===== src/rtl/reg_scoreboard_pkg.sv =====
// Shared register-file definitions used by the scoreboard and its FIFO.
package reg_scoreboard_pkg;

  localparam int unsigned REG_ADDR_W = 5;
  localparam int unsigned REG_COUNT  = 32;

  typedef logic [REG_ADDR_W-1:0] rd_t;

  // x0 is hardwired; writes to it are placeholders and never create hazards.
  localparam rd_t ZERO_REG = '0;

  // One-hot decode of a register address; x0 never reports busy.
  function automatic logic [REG_COUNT-1:0] reg_onehot(input rd_t rd);
    logic [REG_COUNT-1:0] oh;
    oh = '0;
    if (rd != ZERO_REG) oh[rd] = 1'b1;
    return oh;
  endfunction

endpackage


===== src/rtl/sb_fifo.sv =====
// Circular buffer of in-flight destination registers: push at tail, pop at head,
// drop the youngest entries from the tail, and report which slots hold live entries.
module sb_fifo
  import reg_scoreboard_pkg::*;
#(
  parameter int unsigned DEPTH = 4,
  parameter int unsigned CNT_W = $clog2(DEPTH) + 1,
  localparam int unsigned PTR_W = $clog2(DEPTH)
) (
  input  logic             clk_i,
  input  logic             reset_i,
  input  logic             push_i,
  input  rd_t              push_rd_i,
  input  logic             pop_i,
  input  logic [CNT_W-1:0] drop_i,
  output rd_t [DEPTH-1:0]  entries_o,
  output logic [DEPTH-1:0] valid_o,
  output logic [PTR_W-1:0] head_o,
  output logic [CNT_W-1:0] count_o
);

  rd_t [DEPTH-1:0]  mem_q, mem_d;
  logic [PTR_W-1:0] head_q, head_d;
  logic [PTR_W-1:0] tail_q, tail_d;
  logic [CNT_W-1:0] count_q, count_d;
  logic [PTR_W-1:0] offset;

  // Entry storage: write the new destination at the tail slot.
  always_comb begin
    mem_d = mem_q;
    if (push_i) mem_d[tail_q] = push_rd_i;
  end

  // Pointer and occupancy update; the caller never pushes and drops together.
  // A drop of DEPTH wraps the tail back onto itself, which is the intended result.
  always_comb begin
    head_d  = head_q + PTR_W'(pop_i);
    tail_d  = tail_q + PTR_W'(push_i) - drop_i[PTR_W-1:0];
    count_d = count_q + CNT_W'(push_i) - CNT_W'(pop_i) - drop_i;
  end

  // A slot is live when its distance from head is below the occupancy.
  always_comb begin
    offset = '0;
    for (int i = 0; i < DEPTH; i++) begin
      offset     = PTR_W'(i) - head_q;
      valid_o[i] = {1'b0, offset} < count_q;
    end
  end

  // Control state with synchronous reset.
  always_ff @(posedge clk_i) begin
    if (reset_i) begin
      head_q  <= '0;
      tail_q  <= '0;
      count_q <= '0;
    end else begin
      head_q  <= head_d;
      tail_q  <= tail_d;
      count_q <= count_d;
    end
  end

  // Entry contents are don't-care after reset, so storage has no reset.
  always_ff @(posedge clk_i) begin
    mem_q <= mem_d;
  end

  assign entries_o = mem_q;
  assign head_o    = head_q;
  assign count_o   = count_q;

endmodule


===== src/rtl/reg_scoreboard.sv =====
// In-order register scoreboard: tracks destinations of in-flight instructions,
// stalls decode on RAW hazards, and supports partial flush of the youngest entries.
module reg_scoreboard
  import reg_scoreboard_pkg::*;
#(
  parameter int unsigned DEPTH = 4,
  parameter int unsigned CNT_W = $clog2(DEPTH) + 1
) (
  input  logic                  clk,
  input  logic                  reset,
  input  logic [REG_ADDR_W-1:0] rs1_address,
  input  logic [REG_ADDR_W-1:0] rs2_address,
  input  logic                  uses_rs1,
  input  logic                  uses_rs2,
  input  logic                  issue_valid,
  input  logic [REG_ADDR_W-1:0] issue_rd,
  output logic                  stall,
  input  logic                  retire_valid,
  input  logic [REG_ADDR_W-1:0] retire_rd,
  input  logic                  flush,
  input  logic [CNT_W-1:0]      flush_count,
  output logic [CNT_W-1:0]      count,
  output logic [REG_COUNT-1:0]  busy_mask,
  output logic                  error
);

  localparam int unsigned PTR_W = $clog2(DEPTH);

  rd_t [DEPTH-1:0]  entries;
  logic [DEPTH-1:0] valid;
  logic [PTR_W-1:0] head;
  logic [CNT_W-1:0] fifo_count;

  logic [DEPTH-1:0] head_exempt, match1, match2;
  logic             hit1, hit2, full;
  logic             push, pop;
  logic [CNT_W-1:0] avail, drop;
  rd_t              head_rd;
  logic             error_q, error_d;

  sb_fifo #(
    .DEPTH(DEPTH),
    .CNT_W(CNT_W)
  ) u_fifo (
    .clk_i    (clk),
    .reset_i  (reset),
    .push_i   (push),
    .push_rd_i(issue_rd),
    .pop_i    (pop),
    .drop_i   (drop),
    .entries_o(entries),
    .valid_o  (valid),
    .head_o   (head),
    .count_o  (fifo_count)
  );

  // Hazard detection; the retiring head entry is covered by the regfile write bypass.
  always_comb begin
    head_exempt = '0;
    if (retire_valid) head_exempt[head] = 1'b1;
    for (int i = 0; i < DEPTH; i++) begin
      match1[i] = valid[i] && (entries[i] == rs1_address);
      match2[i] = valid[i] && (entries[i] == rs2_address);
    end
    hit1  = uses_rs1 && (rs1_address != ZERO_REG) && |(match1 & ~head_exempt);
    hit2  = uses_rs2 && (rs2_address != ZERO_REG) && |(match2 & ~head_exempt);
    full  = (fifo_count == CNT_W'(DEPTH)) && !retire_valid;
    stall = issue_valid && (hit1 || hit2 || full || flush);
  end

  // Queue control: flush blocks issue via stall, and drops only what survives the pop.
  always_comb begin
    head_rd = entries[head];
    pop     = retire_valid && (fifo_count != '0);
    push    = issue_valid && !stall;
    avail   = fifo_count - CNT_W'(pop);
    drop    = '0;
    if (flush) drop = (flush_count < avail) ? flush_count : avail;
  end

  // Busy mask from registered entries only.
  always_comb begin
    busy_mask = '0;
    for (int i = 0; i < DEPTH; i++) begin
      if (valid[i]) busy_mask = busy_mask | reg_onehot(entries[i]);
    end
  end

  // Sticky error on retire underflow or retire/head destination mismatch.
  always_comb begin
    error_d = error_q;
    if (retire_valid && ((fifo_count == '0) || (retire_rd != head_rd))) error_d = 1'b1;
  end

  // Error flag register.
  always_ff @(posedge clk) begin
    if (reset) error_q <= 1'b0;
    else       error_q <= error_d;
  end

  assign count = fifo_count;
  assign error = error_q;

endmodule


===== config.mk =====
export PLATFORM = sky130hd
export DESIGN_NAME = reg_scoreboard
export DESIGN_NICKNAME = d
export VERILOG_FILES = /design/src/rtl/reg_scoreboard_pkg.sv /design/src/rtl/sb_fifo.sv /design/src/rtl/reg_scoreboard.sv
export SDC_FILE = /design/constraint.sdc
export NUM_CORES = 1
export LEC_CHECK = 0
export ABC_AREA = 1
export BUFFER_PORTS_ARGS = -buffer_cell sky130_fd_sc_hd__buf_2
export CAP_MARGIN = 10
export CORE_ASPECT_RATIO = 0.9
export CORE_MARGIN = 8
export CORE_UTILIZATION = 40
export DETAILED_ROUTE_END_ITERATION = 8
export PLACE_DENSITY = 0.6
export SLEW_MARGIN = 20
export SYNTH_ARGS = -nofsm -noshare
export SYNTH_HDL_FRONTEND = slang
export SYNTH_SLANG_ARGS = --single-unit
export TNS_END_PERCENT = 10

===== constraint.sdc =====
create_clock -name clk -period 4.7 [get_ports clk]
set_input_delay 0.47 -clock clk [delete_from_list [all_inputs] [get_ports clk]]
set_output_delay 0.47 -clock clk [all_outputs]
set_load 0.02 [all_outputs]

==> results of run 1 <==
power breakdown:
part           total (W)  internal, W  switching, W  leakage (nW)
clock network   0.000186     0.000114     0.0000723        0.0357
registers       0.000375     0.000304     0.0000712         0.248
logic            0.00106     0.000350      0.000709          1.66
routing by layer:
layer	vias to the layer above	routed length [um]
li1	1936	-
met1	1854	5670
met2	229	6070
met3	35	1300
met4	0	280
met5	-	0
critical path: stages (launching register included):
cell,delay (ns)
dfxtp_1,0.54
inv_2,0.13
a21oi_1,0.36
ha_1,0.22
ha_1,0.16
xnor2_1,0.15
ha_1,0.29
a21o_1,0.21
inv_1,0.05
nand2_1,0.09
o21ai_0,0.16
a21oi_1,0.09
fa_1,0.39
fa_1,0.48
inv_1,0.04
ha_1,0.19
xor2_1,0.18
xor2_1,0.15
nor2_1,0.05
state kept, by name, summed over array words and instances, names as in the netlist:
signal and cells:
error 1, u_fifo.count_o 3, u_fifo.entries_o 20, u_fifo.head_o 2
u_fifo.tail_q 2
worst max-delay path by stage:
stage | start | to | slack, ns | cells after the start
global route | u_fifo.count_o[2] | u_fifo.count_o[2] | 0.34 | 18
CTS | u_fifo.count_o[2] | u_fifo.count_o[2] | 0.63 | 18
floorplan | u_fifo.count_o[2] | u_fifo.count_o[2] | 0.92 | 19
detailed placement | u_fifo.count_o[2] | u_fifo.count_o[2] | 0.65 | 18
finish | u_fifo.count_o[2] | u_fifo.count_o[2] | 0.66 | 18
global placement | retire_valid | u_fifo.count_o[2] | 0.81 | 19
cell type report:
| type | count | area [um^2] | share of cell area |
|---|---|---|---|
| inverters | 68 | 258 | 0.0652 |
| repair buffers | 70 | 363 | 0.0918 |
| clock inverters | 1 | 30.0 | 0.00760 |
| flip-flops and latches | 28 | 761 | 0.193 |
| clock buffers | 3 | 41.3 | 0.0104 |
| well taps | 119 | 149 | 0.0377 |
| multi-input cells | 436 | 2350 | 0.595 |
logic make-up (layout without fill, tap and decap cells):
logic type	Yosys count	in the layout	synth area share
AOI/OAI and AO/OA	76	76	0.149
xor gates and xnor gates	16	16	0.0407
adders and majority gates	19	19	0.0733
buffers and inverters	83	142	0.0973
DFF	28	28	0.221
other	1	1	0.00109
and+or+nand+nor	324	324	0.418
metrics by stage:
stage | total power [W] | std cells | util | hold slack (ns) | worst slack (ns)
floorplan | 0.00112 | 547 | - | 0.526 | 0.924
global placement | 0.00141 | 721 | 0.457 | 0.432 | 0.809
detailed placement | 0.00143 | 721 | 0.457 | 0.445 | 0.650
CTS | 0.00162 | 725 | 0.466 | 0.399 | 0.633
global route | 0.00176 | 725 | 0.466 | 0.402 | 0.338
finish | 0.00162 | 725 | 0.466 | 0.408 | 0.660
cell usage in the layout (no fill, tap or decap), types with 12 or more instances in the layout:
cell type	instances
xnor2_1	13
nor2_1	52
o21ai_0	17
inv_1	64
nand2_1	170
a22oi_1	33
nand3_1	39
nor3_1	36
buf_2	65
edfxtp_1	20
ha_1	17
a21oi_1	12
==> impl_results.md, run 1 <==
* Max Slew Vio Count at 0
* HPWL Detailed at 10200 um
* PwrDens at 410 nW/um^2
* Placement Cell Area at 3880 um^2
* Met1 GRT Util at 0.297
* Nets at 656
* Clk pin slew, worst setup/hold paths at 0.09 ns
* Routed Antenna Nets at 0
* Synth Register Bits at 28
* First-pass GRT wire length at 21300 um
* Antenna cells at 0
* Kind of critical path: flop to flop
* Clock Tree Root: clkbuf_8
* Total track usage at 0.222
* Io pins at 67
* Die area at 11800 um^2
* Drt pass-1 iters at 6
* Gpl congestion at 0.980
* Data arrival, critical path at 4.21 ns
* DRC viols at 0
* Post-synthesis instance area at 3450 um^2
* Synth top cells by count: nand2_1 (170), inv_1 (64), nor2_1 (52), nand3_1 (39), nor3_1 (36)
* Final Cell Area at 3950 um^2
* Initial antenna violation count at 0
* CTS tree: done
* Max cap viols at 0
* Top cell type's share of synthesized area at 0.185
* Via density at 5.59
* TritonCTS Buffers at 3
* Layout Area Growth over Synthesis at 14.7%
* Syn Inst Count at 547
* RSZ-0062 raised after global routing: false
* Initial Util at 0.406
* RR Startpoint: u_fifo.count_o[2]
* R2R Path End: u_fifo.count_o[2]
* Relative slew slack at 0.488
* Via count at 4054
* Asr flop ratio synth at 0
* Required time of the critical path at 4.87 ns
* Setup violations, final at 0
* Largest net degree at the start of global routing at 19
* Post-CTS Hold Fix Bufs at 0
* Synth warnings at 0
* H-Tree Level Count at 1
* Overflow after GRT at 0
* Core area at 8490 um^2
* Synth cell types at 34
* Clk sinks at 28
* Post-CTS resize count at 0
* Fmax at 0.248 GHz
* Global-route met3 utilization at 0.0337
* Worst hold path class: input pin to flop
* Setup slack, reg-to-reg at 0.66 ns
* CP startpoint kind: flop
* CP max FO at 8
* Fin crit period at 4.04 ns
* Hold Path Cell Cnt at 1
* Leak at 1.95 nW
* Vias in the first global route at 3862
* Hold path start: issue_rd[2]
* Setup crit end kind: flop
* Ys flop type: edfxtp_1
* Drt total wl at 13300 um
* DR WL/cell at 18.4 um
* Initial DRC count at 426
* Slew @ Worst Pin at 0.764 ns
* Max clock buf depth at 2
* Setup TNS Final at 0 ns
* Area leader, netlist: nand2_1
* Fin. Hold Viols at 0
* Busiest layer in global routing: met2
* Synth Area per Inst at 6.30 um^2
* Postcts setup bufs at 0
* Top cells by area, synth: nand2_1 (19%), edfxtp_1 (17%), a22oi_1 (7.2%)
* Status: complete, no violations
* Met2 Track Usage GR at 0.359
* Top-count cell post-synth: nand2_1
* Register area share after synthesis at 0.221
* Worst Skew at 0.00355 ns
* Latest clock arrival within the worst-skew pair at 0.27 ns
* # rows at 32
* Maximum vdd drop at 279 uV
* Port Buffers at 65
* Reg2reg path depth at 18
* Die W at 114 um
* Die span in y at 104 um
* Fraction of layout cells with a size suffix above 1 at 0.170
* Number of synthesized flops with an enable pin at 20
* Fillers at 916
* Hold endpoint: u_fifo.entries_o[17]
* Final period utilization at 0.860
* Syn Nets at 596
Note: power is estimated with default switching activity, not from simulation.
==> run 2: changes to the inputs <==
==> constraint.sdc (replaced) <==
create_clock -name clk -period 4.7 [get_ports clk]
set_input_delay 0 -clock clk [delete_from_list [all_inputs] [get_ports clk]]
set_output_delay 0 -clock clk [all_outputs]
set_load 0.02 [all_outputs]
==> run 2 against run 1 <==
Compared with the run above: clock-buffer cell count stayed put; fmax is 1.1% lower; critical path type unchanged; worst setup slack worse by 0.045 ns; final area is 0.82% higher.
==> impl_results.md, run 2 (synthesis gave the netlist of run 1 again) <==
* Max reg flops at 20
* Switching Power at 0.000861 W
* Sequential power share at 0.231
* CP Cell Sequence: inv_4 > ha_1 > ha_1 > inv_1 > nor2_1 > nand2_2 > nand2_4 > nor2_1 > nand2_1 > nand2_1 > o21bai_4 > nand4_4 > fa_1 > fa_1 > inv_1 > ha_1 > xor2_1 > xor2_1 > nor2_1
* Via count at 4097
* Final Cell Area at 3980 um^2
* Data arrival, critical path at 4.25 ns
* R2R Path End: u_fifo.count_o[2]
* Placement Cell Area at 3860 um^2
* Placed cells at 718
* Setup TNS Final at 0 ns
* CP max FO at 18
* Core area at 8490 um^2
* Setup violations, final at 0
* RR Startpoint: u_fifo.head_o[0]
* Commonest non-fill, non-tap cell in the layout: nand2_1
* Port Buffers at 65
* Clock Tree Root: clkbuf_8
* Internal at 0.000764 W
* CP startpoint kind: flop
* Commonest non-fill, non-tap cells in the layout: nand2_1 (170), buf_2 (65), inv_1 (64)
* Max Slew Vio Count at 0
* Hold endpoint: u_fifo.head_o[0]
* Layout Area Growth over Synthesis at 15.6%
* Overflow after GRT at 0
* # rows at 32
* Required time of the critical path at 4.87 ns
* Io pins at 67
* Status: complete, no violations
* Kind of critical path: flop to flop
* Routed Antenna Nets at 0
* Setup crit end kind: flop
* Latest clock arrival within the worst-skew pair at 0.27 ns
* Nets at 658
* Die area at 11800 um^2
* Max clock buf depth at 2
* Drt total wl at 13300 um
* Hold Path Cell Cnt at 2
* Leak at 1.95 nW
* Slowest-stage cell, CP: dfxtp_1
* Fin crit period at 4.09 ns
* Clk sinks at 28
* Sw Ratio at 0.530
* Via density at 5.64
* Max incr delay on CP at 0.73 ns
* Clock share of power at 0.114
* Maximum vdd drop at 289 uV
* Gpl congestion at 1.01
* Drt pass-1 iters at 5
* Largest net degree at the start of global routing at 19
* Fillers at 903
* Worst Skew at 0.00154 ns
* Top delay family on crit path: adder cells
* Post-route insts no fill at 727
* HPWL Detailed at 10100 um
* Comb power frac at 0.654
* PwrDens at 408 nW/um^2
* Slew @ Worst Pin at 1.17 ns
* RSZ-0062 raised after global routing: false
* Fmax at 0.245 GHz
* Reg2reg path depth at 19
* Setup slack, reg-to-reg at 0.61 ns
* Power Total at 0.00163 W
* TritonCTS Buffers at 3
* DR WL/cell at 18.4 um
* Total track usage at 0.219
* Clk pin slew, worst setup/hold paths at 0.09 ns
* Die W at 114 um
* Initial DRC count at 432
* Final period utilization at 0.869
* Fin. Hold Viols at 0
* Buf/Inv on CP at 3
* Die span in y at 104 um
* Vias in the first global route at 4005
* CTS tree: done
* Max cap viols at 0
* Antenna cells at 0
* Initial antenna violation count at 0
* Hold path start: reset
* H-Tree Level Count at 1
* Fraction of layout cells with a size suffix above 1 at 0.166
* DRC viols at 0
* Worst hold path class: input pin to flop
* First-pass GRT wire length at 21000 um
* Relative slew slack at 0.212
* Initial Util at 0.406
[run 2: cell count changes in the layout (fill, tap and decap cells not counted)]
| cell | previous run | this run |
|---|---|---|
| dlygate4sd3_1 | 0 | 5 |
| buf_4 | 5 | 2 |
| nor3_1 | 36 | 35 |
| nor3_2 | 9 | 10 |
[run 2: layer usage]
layer / global-route usage / part of all wire
met1: 0.287 / 0.41
met2: 0.349 / 0.44
met3: 0.0453 / 0.13
met4: 0.0665 / 0.024
met5: 0 / 0
[run 2: per-stage QoR]
stage	util	setup slack, ns	hold slack, ns
3_5_place_dp	0.454	0.654	0.221
3_3_place_gp	0.454	0.811	0.217
4_1_cts	0.469	0.626	0.00102
5_1_grt	0.469	0.263	0.00874
2_1_floorplan	-	0.924	0.0989
6_report	0.469	0.615	0.00376
[run 2: layout make-up]
| class | count | area [um^2] | area share |
|---|---|---|---|
| repair buffers | 72 | 390 | 0.0980 |
| flip-flops and latches | 28 | 761 | 0.191 |
| multi-input cells | 436 | 2350 | 0.591 |
| well taps | 119 | 149 | 0.0374 |
| clock inverters | 1 | 30.0 | 0.00754 |
| clock buffers | 3 | 41.3 | 0.0104 |
| inverters | 68 | 258 | 0.0647 |
[run 2: power by group through the flow]
stage | Sequential, W | Combinational [W] | Clock (W)
5_1_grt | 0.000384 | 0.00117 | 0.000202
3_3_place_gp | 0.000378 | 0.00102 | 0
2_1_floorplan | 0.000353 | 0.000772 | 0
4_1_cts | 0.000373 | 0.00105 | 0.000191
3_5_place_dp | 0.000379 | 0.00104 | 0
6_report | 0.000376 | 0.00106 | 0.000186
[run 2: repair_timing]
action / CTS / global route
resized for setup: 0 / 0
buffers inserted: 0 / 0
hold endpoints to repair: 20 / 0
hold buffers: 5 / 0
[run 2: worst register-to-register path, stage by stage, from the launching register on]
cell and delay [ns]:
dfxtp_1 0.73, inv_4 0.14, ha_1 0.34, ha_1 0.28
inv_1 0.03, nor2_1 0.12, nand2_2 0.08, nand2_4 0.11
nor2_1 0.06, nand2_1 0.06, nand2_1 0.08, o21bai_4 0.18
nand4_4 0.18, fa_1 0.48, fa_1 0.49, inv_1 0.04
ha_1 0.19, xor2_1 0.18, xor2_1 0.16, nor2_1 0.05
[run 2: worst max-delay path by stage]
stage                                 start                 to  slack [ns]  depth (start not counted)
after floorplan           u_fifo.count_o[2]  u_fifo.count_o[2]        0.92                         19
after global placement    u_fifo.count_o[2]  u_fifo.count_o[2]        0.81                         18
after detailed placement  u_fifo.count_o[2]  u_fifo.count_o[2]        0.65                         18
after CTS                 u_fifo.count_o[2]  u_fifo.count_o[2]        0.63                         18
after global routing      u_fifo.count_o[2]  u_fifo.count_o[2]        0.26                         18
final                      u_fifo.head_o[0]  u_fifo.count_o[2]        0.61                         19
